[src/rtl/evt_sync_arb.sv]
// Multi-channel asynchronous event capture. Each input is synchronised and
// edge/toggle detected. Events are queued in saturating per-channel counters
// and presented one at a time through a round-robin valid/ready port.
module evt_sync_arb #(
    parameter int unsigned     CH          = 4,
    parameter int unsigned     SYNC_STAGES = 2,
    parameter int unsigned     CNT_W       = 4,
    parameter logic [CH-1:0]   TOGGLE_MASK = 4'b0011
) (
    input  logic                    clk,
    input  logic                    rst_n,
    input  logic [CH-1:0]           evt_in,
    output logic                    evt_valid,
    input  logic                    evt_ready,
    output logic [$clog2(CH)-1:0]   evt_id,
    output logic [CH-1:0]           ovf,
    input  logic [CH-1:0]           ovf_clr
);

    localparam int unsigned ID_W  = $clog2(CH);
    localparam int unsigned ARM_W = $clog2(SYNC_STAGES + 2);

    localparam logic [ARM_W-1:0] ARM_DONE = ARM_W'(SYNC_STAGES + 1);
    localparam logic [CNT_W-1:0] CNT_MAX  = '1;

    logic [CH-1:0]    sync_q [SYNC_STAGES];
    logic [CH-1:0]    sync_out;
    logic [CH-1:0]    hist_q;
    logic [ARM_W-1:0] arm_cnt_q;
    logic             armed;
    logic [CH-1:0]    det;
    logic [CNT_W-1:0] cnt_q [CH];
    logic [ID_W-1:0]  ptr_q;
    logic [ID_W-1:0]  sel;
    logic             sel_found;
    int unsigned      idx;
    logic             load;
    logic             take;
    logic [CH-1:0]    dec;

    assign sync_out = sync_q[SYNC_STAGES-1];
    assign armed    = (arm_cnt_q == ARM_DONE);
    assign load     = !evt_valid || evt_ready;
    assign take     = load && sel_found;

    // Synchroniser chain plus one history flop; hist always follows sync_out,
    // so the level seen at arming becomes the baseline.
    always_ff @(posedge clk or negedge rst_n) begin
        if (!rst_n) begin
            for (int s = 0; s < SYNC_STAGES; s++) begin
                sync_q[s] <= '0;
            end
            hist_q <= '0;
        end else begin
            sync_q[0] <= evt_in;
            for (int s = 1; s < SYNC_STAGES; s++) begin
                sync_q[s] <= sync_q[s-1];
            end
            hist_q <= sync_out;
        end
    end

    // Arming counter: suppress detection until the chain has flushed.
    always_ff @(posedge clk or negedge rst_n) begin
        if (!rst_n) begin
            arm_cnt_q <= '0;
        end else if (arm_cnt_q != ARM_DONE) begin
            arm_cnt_q <= arm_cnt_q + 1'b1;
        end
    end

    // Per-channel event detection: any edge in toggle mode, rising edge otherwise.
    always_comb begin
        det = '0;
        if (armed) begin
            det = (TOGGLE_MASK & (sync_out ^ hist_q)) |
                  (~TOGGLE_MASK & sync_out & ~hist_q);
        end
    end

    // Round-robin scan starting after the last granted channel.
    always_comb begin
        sel_found = 1'b0;
        sel       = '0;
        idx       = 0;
        for (int k = 1; k <= CH; k++) begin
            idx = (int'(ptr_q) + k) % CH;
            if (!sel_found && (cnt_q[idx] != '0)) begin
                sel_found = 1'b1;
                sel       = ID_W'(idx);
            end
        end
    end

    // One-hot decrement for the channel being loaded into the output register.
    always_comb begin
        dec = '0;
        if (take) begin
            dec[sel] = 1'b1;
        end
    end

    // Saturating pending counters and sticky overflow flags (set beats clear).
    always_ff @(posedge clk or negedge rst_n) begin
        if (!rst_n) begin
            for (int i = 0; i < CH; i++) begin
                cnt_q[i] <= '0;
            end
            ovf <= '0;
        end else begin
            for (int i = 0; i < CH; i++) begin
                if (ovf_clr[i]) begin
                    ovf[i] <= 1'b0;
                end
                if (det[i] && !dec[i]) begin
                    if (cnt_q[i] == CNT_MAX) begin
                        ovf[i] <= 1'b1;
                    end else begin
                        cnt_q[i] <= cnt_q[i] + 1'b1;
                    end
                end else if (!det[i] && dec[i]) begin
                    cnt_q[i] <= cnt_q[i] - 1'b1;
                end
            end
        end
    end

    // Output register: reload whenever empty or accepted; id holds when idle.
    always_ff @(posedge clk or negedge rst_n) begin
        if (!rst_n) begin
            evt_valid <= 1'b0;
            evt_id    <= '0;
            ptr_q     <= ID_W'(CH - 1);
        end else if (load) begin
            if (sel_found) begin
                evt_valid <= 1'b1;
                evt_id    <= sel;
                ptr_q     <= sel;
            end else begin
                evt_valid <= 1'b0;
            end
        end
    end

endmodule

[config.mk]
export PLATFORM = sky130hd
export DESIGN_NAME = evt_sync_arb
export DESIGN_NICKNAME = d
export VERILOG_FILES = /design/src/rtl/evt_sync_arb.sv
export SDC_FILE = /design/constraint.sdc
export NUM_CORES = 1
export LEC_CHECK = 0
export CORE_ASPECT_RATIO = 0.7
export CORE_MARGIN = 3
export CORE_UTILIZATION = 50
export CTS_CLUSTER_SIZE = 30
export DETAILED_ROUTE_END_ITERATION = 7
export PLACE_DENSITY = 0.77
export SYNTH_ARGS = -nofsm -noshare
export SYNTH_HDL_FRONTEND = slang
export SYNTH_SLANG_ARGS = --single-unit
[constraint.sdc]
create_clock -name clk -period 8.1 [get_ports clk]
set_input_delay 1.215 -clock clk [delete_from_list [all_inputs] [get_ports clk]]
set_output_delay 1.215 -clock clk [all_outputs]
set_load 0.05 [all_outputs]
Word level (Yosys, flattened, before mapping)
Index checks and enable logic that the tools add are counted.

Word-level logic and storage cells: 137. Output and inout port bits: 7. Bits in registers: 39.

$add $sub $neg: 13. Mux-type cells: 49. $lt $le $gt $ge: 6. Equality and inequality tests: 10. Bitwise gates (word level): 8. Reduce and logical (&&, ||, !) cells: 39.

Operator list (count): 33-bit by 3-bit greater-or-equal comparator with 1-bit output (second input constant) (4); 2-bit NOT with 33-bit output (4); 4-bit two-way mux (22); 4-bit binary-select mux with 2-bit select (4); 1-bit two-way mux (18); 4-bit by 1-bit adder with 4-bit output (second input constant) (4); 4-bit == test (second input constant) (4); 4-bit nonzero test (4); 4-bit by 1-bit subtractor with 4-bit output (second input constant) (4); 1-bit logical AND (13); 1-bit logical NOT (12); 2-bit inequality test (second input constant) (5); 2-bit AND reduction (5); 2-bit two-way mux (4); 2-bit nonzero test (4); 2-bit by 1-bit adder with 2-bit output (second input constant) (3); 2-bit adder (second input constant) (2); 4-bit bitwise AND (1); 4-bit NOT (1); 2-bit by 4-bit bitwise OR with 4-bit output (1); 2-bit by 3-bit less-than comparator with 1-bit output (second input constant) (1); 1-bit demux with 2-bit select (1); 2-bit == test (second input constant) (1); 2-bit by 1-bit greater-or-equal comparator with 1-bit output (second input constant) (1); other kinds (2) (2).

Depth between registers and ports, before layout
Word-level depth: 25. Mapped depth: 11. Mapped depth without buffers: 11.

Worst setup path after synthesis
OpenSTA, ideal clock, no wires.

Path kind: input to register. Start: input port evt_ready. End: register cnt_q[15] (netlist bit). Setup slack: 4906 ps. Data arrival time: 3114 ps. Buffers on the path: 1. Stages: 11. Cells stage by stage: nor2b_1 clkbuf_1 a21oi_1 nand3_1 nand3_1 ha_1 a21o_1 a21oi_1 nor2b_1 a22oi_1 xnor2_1.

Longest elaborated chain between the ends: 7. Elaborated cells on any way between the ends: 10. Classes of those cells: 1 x eq/ne; 2 x mux; 7 x reduce/logical.

RTL lines: from (decl) (line 14) `input logic evt_ready,`; 1-bit logical OR (*) (line 43) `assign load = !evt_valid || evt_ready;`; 1-bit logical AND (*) (line 44) `assign take = load && sel_found;`; 4-bit two-way mux (*) (line 98) `if (take) begin`; 1-bit logical NOT (line 115) `if (det[i] && !dec[i]) begin`; 1-bit logical AND (line 115); 2-bit inequality test (no source line) / 2-bit nonzero test (equally long branches); 2-bit AND reduction (no source line); to (signal, indexed assignment) (line 119) `cnt_q[i] <= cnt_q[i] + 1'b1;`; to (signal, indexed assignment) (line 122) `cnt_q[i] <= cnt_q[i] - 1'b1;`; to (decl) (line 32) `logic [CNT_W-1:0] cnt_q [CH];`.

Every way passes the cells marked *; elsewhere a longest branch is shown, timed or not. A chain may end at the register's enable or synchronous reset.

Worst setup path after layout
Start: input port evt_ready. End: register cnt_q[11] (netlist bit).

The elaborated chain is that of the path after synthesis.

==> reports/results.ini <==
[run_status]
run_status = finished, final reports clean

[routing]
drc_errors = 0
drt_pass1_iterations = 4
dr.first_iter.drc_count = 86
postRouteAntennaNets = 0
viasPerCell = 5.73
vias = 1347
routedWlPerCell_um = 15.9
routed_wirelength_mm = 3.73

[layout]
layout-drive-gt1-share_pct = 15.1
diodes = 0
multi_input_area_um2 = 1000
fill_cells = 294
nNetsFinal = 208
syn_to_final_growth_pct = 16.4
ff_latch_area_um2 = 978

[pwr]
power.share.sequential_pct = 37.4
p_sw_share_pct = 40.4
vdd_drop_max_mv = 0.234
p_leak_nw = 0.964
p_sw_w = 0.000374
finalPower_w = 0.000925
pwr_density_cell_nw_per_um2 = 394
internal-power_w = 0.000551
power_frac_comb_pct = 45.2
p_clk_share_pct = 17.4

[min_path]
hold_end = sync_out[0]
min_path_type = reg2reg
hp-start = sync_q[4]
hold_path_depth = 0

[worst_setup_path]
crit_path_max_incr_delay_ps = 460
startpoint_type = input pin
cpMaxStageDelayCell = nor2b_1
crit_family = compound AO/OA/AOI/OAI gates
crit_chain = clkdlybuf4s50_1 > nor2b_1 > a21oi_1 > a31oi_2 > inv_1 > ha_1 > a21o_1 > a21oi_1 > a41oi_1 > a22oi_1 > xnor2_1
crit_buf_inv = 2
arrival_ps = 3940
crit_path_frequent_cell = a21oi_1
r2r_cells = 11
worstPathMaxFanout = 9
r2r_end = cnt_q[7]
required_ps = 8310
endpoint_kind = flip-flop
r2r_slack_ps = 4740
setup.worst_path.class = in2reg
reg2reg_from = cnt_q[8]

[timing]
finClkSkew_ps = 6.54
fin_crit_ps = 3730
worstMarginPinSlew_ps = 853
hold_viol = 0
rsz0062_at_grt = false
timing.fmax_mhz = 268
setup_tns_ps = 0
min_period_over_period_pct = 46.0
finalSetupViolations = 0
slew_headroom_pct = 43.1
maxSlewViolCount = 0

[floorplan]
core-area_um2 = 3690
io_pins = 18
die_area_um2 = 4850
placementRows = 18
initial_core_util_pct = 54.7
die_h_um = 59.2
die_width_um = 82.0

[synthesis]
synthFlopType = dfrtp_1
seq_area_frac_synth_pct = 48.5
synth.avg_cell_area_um2 = 12.5
netlist_area_um2 = 2020
ys_warn_count = 0
ys_types = 47
synth_nets = 186
synth-async-reset-ratio_pct = 100
synth_edf_count = 0
syn_inst = 162
synth-seq-cells = 39

[clock_network]
holdBufCountCts = 0
cts-htree-levels = 2
root_buffer = clkbuf_8
cts_resized = 0
clk_pin_slew_worst_paths_ps = 80
cts_tree = yes
post_cts_buffers = 0
clkSinkCount = 39
cts_made_buffers = 5
clk_latency_ps = 290
cts_buffer_depth = 2

[grt]
grt_start_max_net_pins = 40
grt_pass1_wl_mm = 6.89
antenna_found_initial = 0
track_usage_pct = 19.0
gr-total-overflow = 0
grt_pass1_vias = 1467

[placement]
hpwl_mm = 2.79
routabilityCongestion = 0.867
portBuffers = 17

[job]
maxCapViolCount = 0

==> worst max-delay path by stage <==
| stage | to | cells after the start | slack (ps) | startpoint |
|---|---|---|---|---|
| after floorplan | cnt_q[15] | 11 | 4910 | evt_ready |
| after global placement | cnt_q[11] | 11 | 4220 | evt_ready |
| after detailed placement | cnt_q[11] | 11 | 4070 | evt_ready |
| after CTS | cnt_q[11] | 11 | 4390 | evt_ready |
| after global routing | cnt_q[11] | 11 | 4060 | evt_ready |
| final | cnt_q[11] | 11 | 4370 | evt_ready |
==> stage by stage <==
stage | setup WS (ps) | std cells | hold WS (ps) | cell area (um2) | util, %
after floorplan | 4910 | 162 | 331 | 2020 | -
after detailed placement | 4070 | 227 | 340 | 2240 | 60.6
after global placement | 4220 | 227 | 332 | 2240 | 60.6
final | 4370 | 235 | 364 | 2350 | 63.6
after global routing | 4060 | 235 | 376 | 2350 | 63.6
after CTS | 4390 | 235 | 367 | 2350 | 63.6
==> cell usage after synthesis (2+ instances only) <==
| cell type | number | share of area [%] |
|---|---|---|
| and4_1 | 2 | 0.87 |
| nand2_1 | 7 | 1.3 |
| nand4_1 | 4 | 1.2 |
| o21ai_1 | 2 | 0.50 |
| nand2b_1 | 3 | 0.93 |
| dfstp_2 | 2 | 2.6 |
| a2bb2oi_1 | 2 | 0.87 |
| o21a_1 | 2 | 0.74 |
| a22oi_1 | 2 | 0.74 |
| nor2b_1 | 4 | 1.2 |
| o22ai_1 | 6 | 1.9 |
| a21o_1 | 5 | 1.9 |
| xor2_1 | 6 | 2.6 |
| nand3_1 | 2 | 0.50 |
| a21oi_1 | 7 | 1.7 |
| clkbuf_1 | 2 | 0.37 |
| mux2_1 | 5 | 2.8 |
| xnor2_1 | 7 | 3.0 |
| nand3b_1 | 2 | 0.74 |
| mux2_2 | 2 | 1.1 |
| ha_1 | 9 | 5.6 |
| inv_1 | 9 | 1.7 |
| dfrtp_1 | 37 | 46 |
| nor2_1 | 4 | 0.74 |
| or4_4 | 4 | 2.2 |
| fa_1 | 4 | 4.0 |
==> logic make-up (layout without fill, tap and decap cells) <==
| family | count (synthesis) | after routing | synth area share (%) |
|---|---|---|---|
| AOI/OAI and AO/OA | 37 | 37 | 15.1 |
| xor gates and xnor gates | 13 | 13 | 5.64 |
| adders and majority gates | 13 | 13 | 9.54 |
| buffers and inverters | 11 | 34 | 2.04 |
| DFF | 39 | 39 | 48.5 |
| muxes | 9 | 9 | 5.14 |
| and+or+nand+nor | 40 | 40 | 14.1 |
==> area by class of cell <==
class	instances	share of cell area, %
well taps	50	2.66
flip-flops and latches	39	41.6
clock buffers	6	3.09
clock inverters	2	1.60
inverters	9	1.44
multi-input cells	112	42.5
repair buffers	17	7.03
==> layout by cell type (no fill, tap or decap), drive strengths merged, types with 3 or more instances in the layout <==
cell           synthesis  layout
xor2                   6       6
a21oi                  7       7
mux2                   8       8
o22ai                  7       7
inv                    9       9
a21o                   5       5
nor2b                  4       4
ha                     9       9
nand4                  4       4
clkdlybuf4s50          0      16
xnor2                  7       7
clkbuf                 2       6
nand2                  7       7
fa                     4       4
dfrtp                 37      37
nand2b                 3       3
or4                    4       4
nor2                   4       4
==> state kept, by name, summed over array words and instances, names as in the netlist <==
register	count
ptr_q	2
cnt_q	16
evt_valid	1
sync_out	4
evt_id	2
sync_q	4
ovf	4
hist_q	4
arm_cnt_q	2
==> metal layers <==
layer / wire (um) / track usage (%) / share of wire (%) / vias up
met5: 0 / 0 / 0 / -
met4: 50 / 6.40 / 1.3 / 0
met3: 124 / 4.56 / 3.3 / 5
met2: 1840 / 31.9 / 49 / 22
met1: 1710 / 24.4 / 46 / 676
li1: - / - / - / 644
==> power by group through the flow <==
stage               logic, W  registers, W  clock network, W
floorplan           0.000295      0.000363                 0
CTS                 0.000423      0.000346          0.000165
detailed placement  0.000420      0.000348                 0
global route        0.000472      0.000360          0.000173
finish              0.000418      0.000346          0.000161
global placement    0.000392      0.000342                 0
Note: power is estimated with default switching activity, not from simulation.
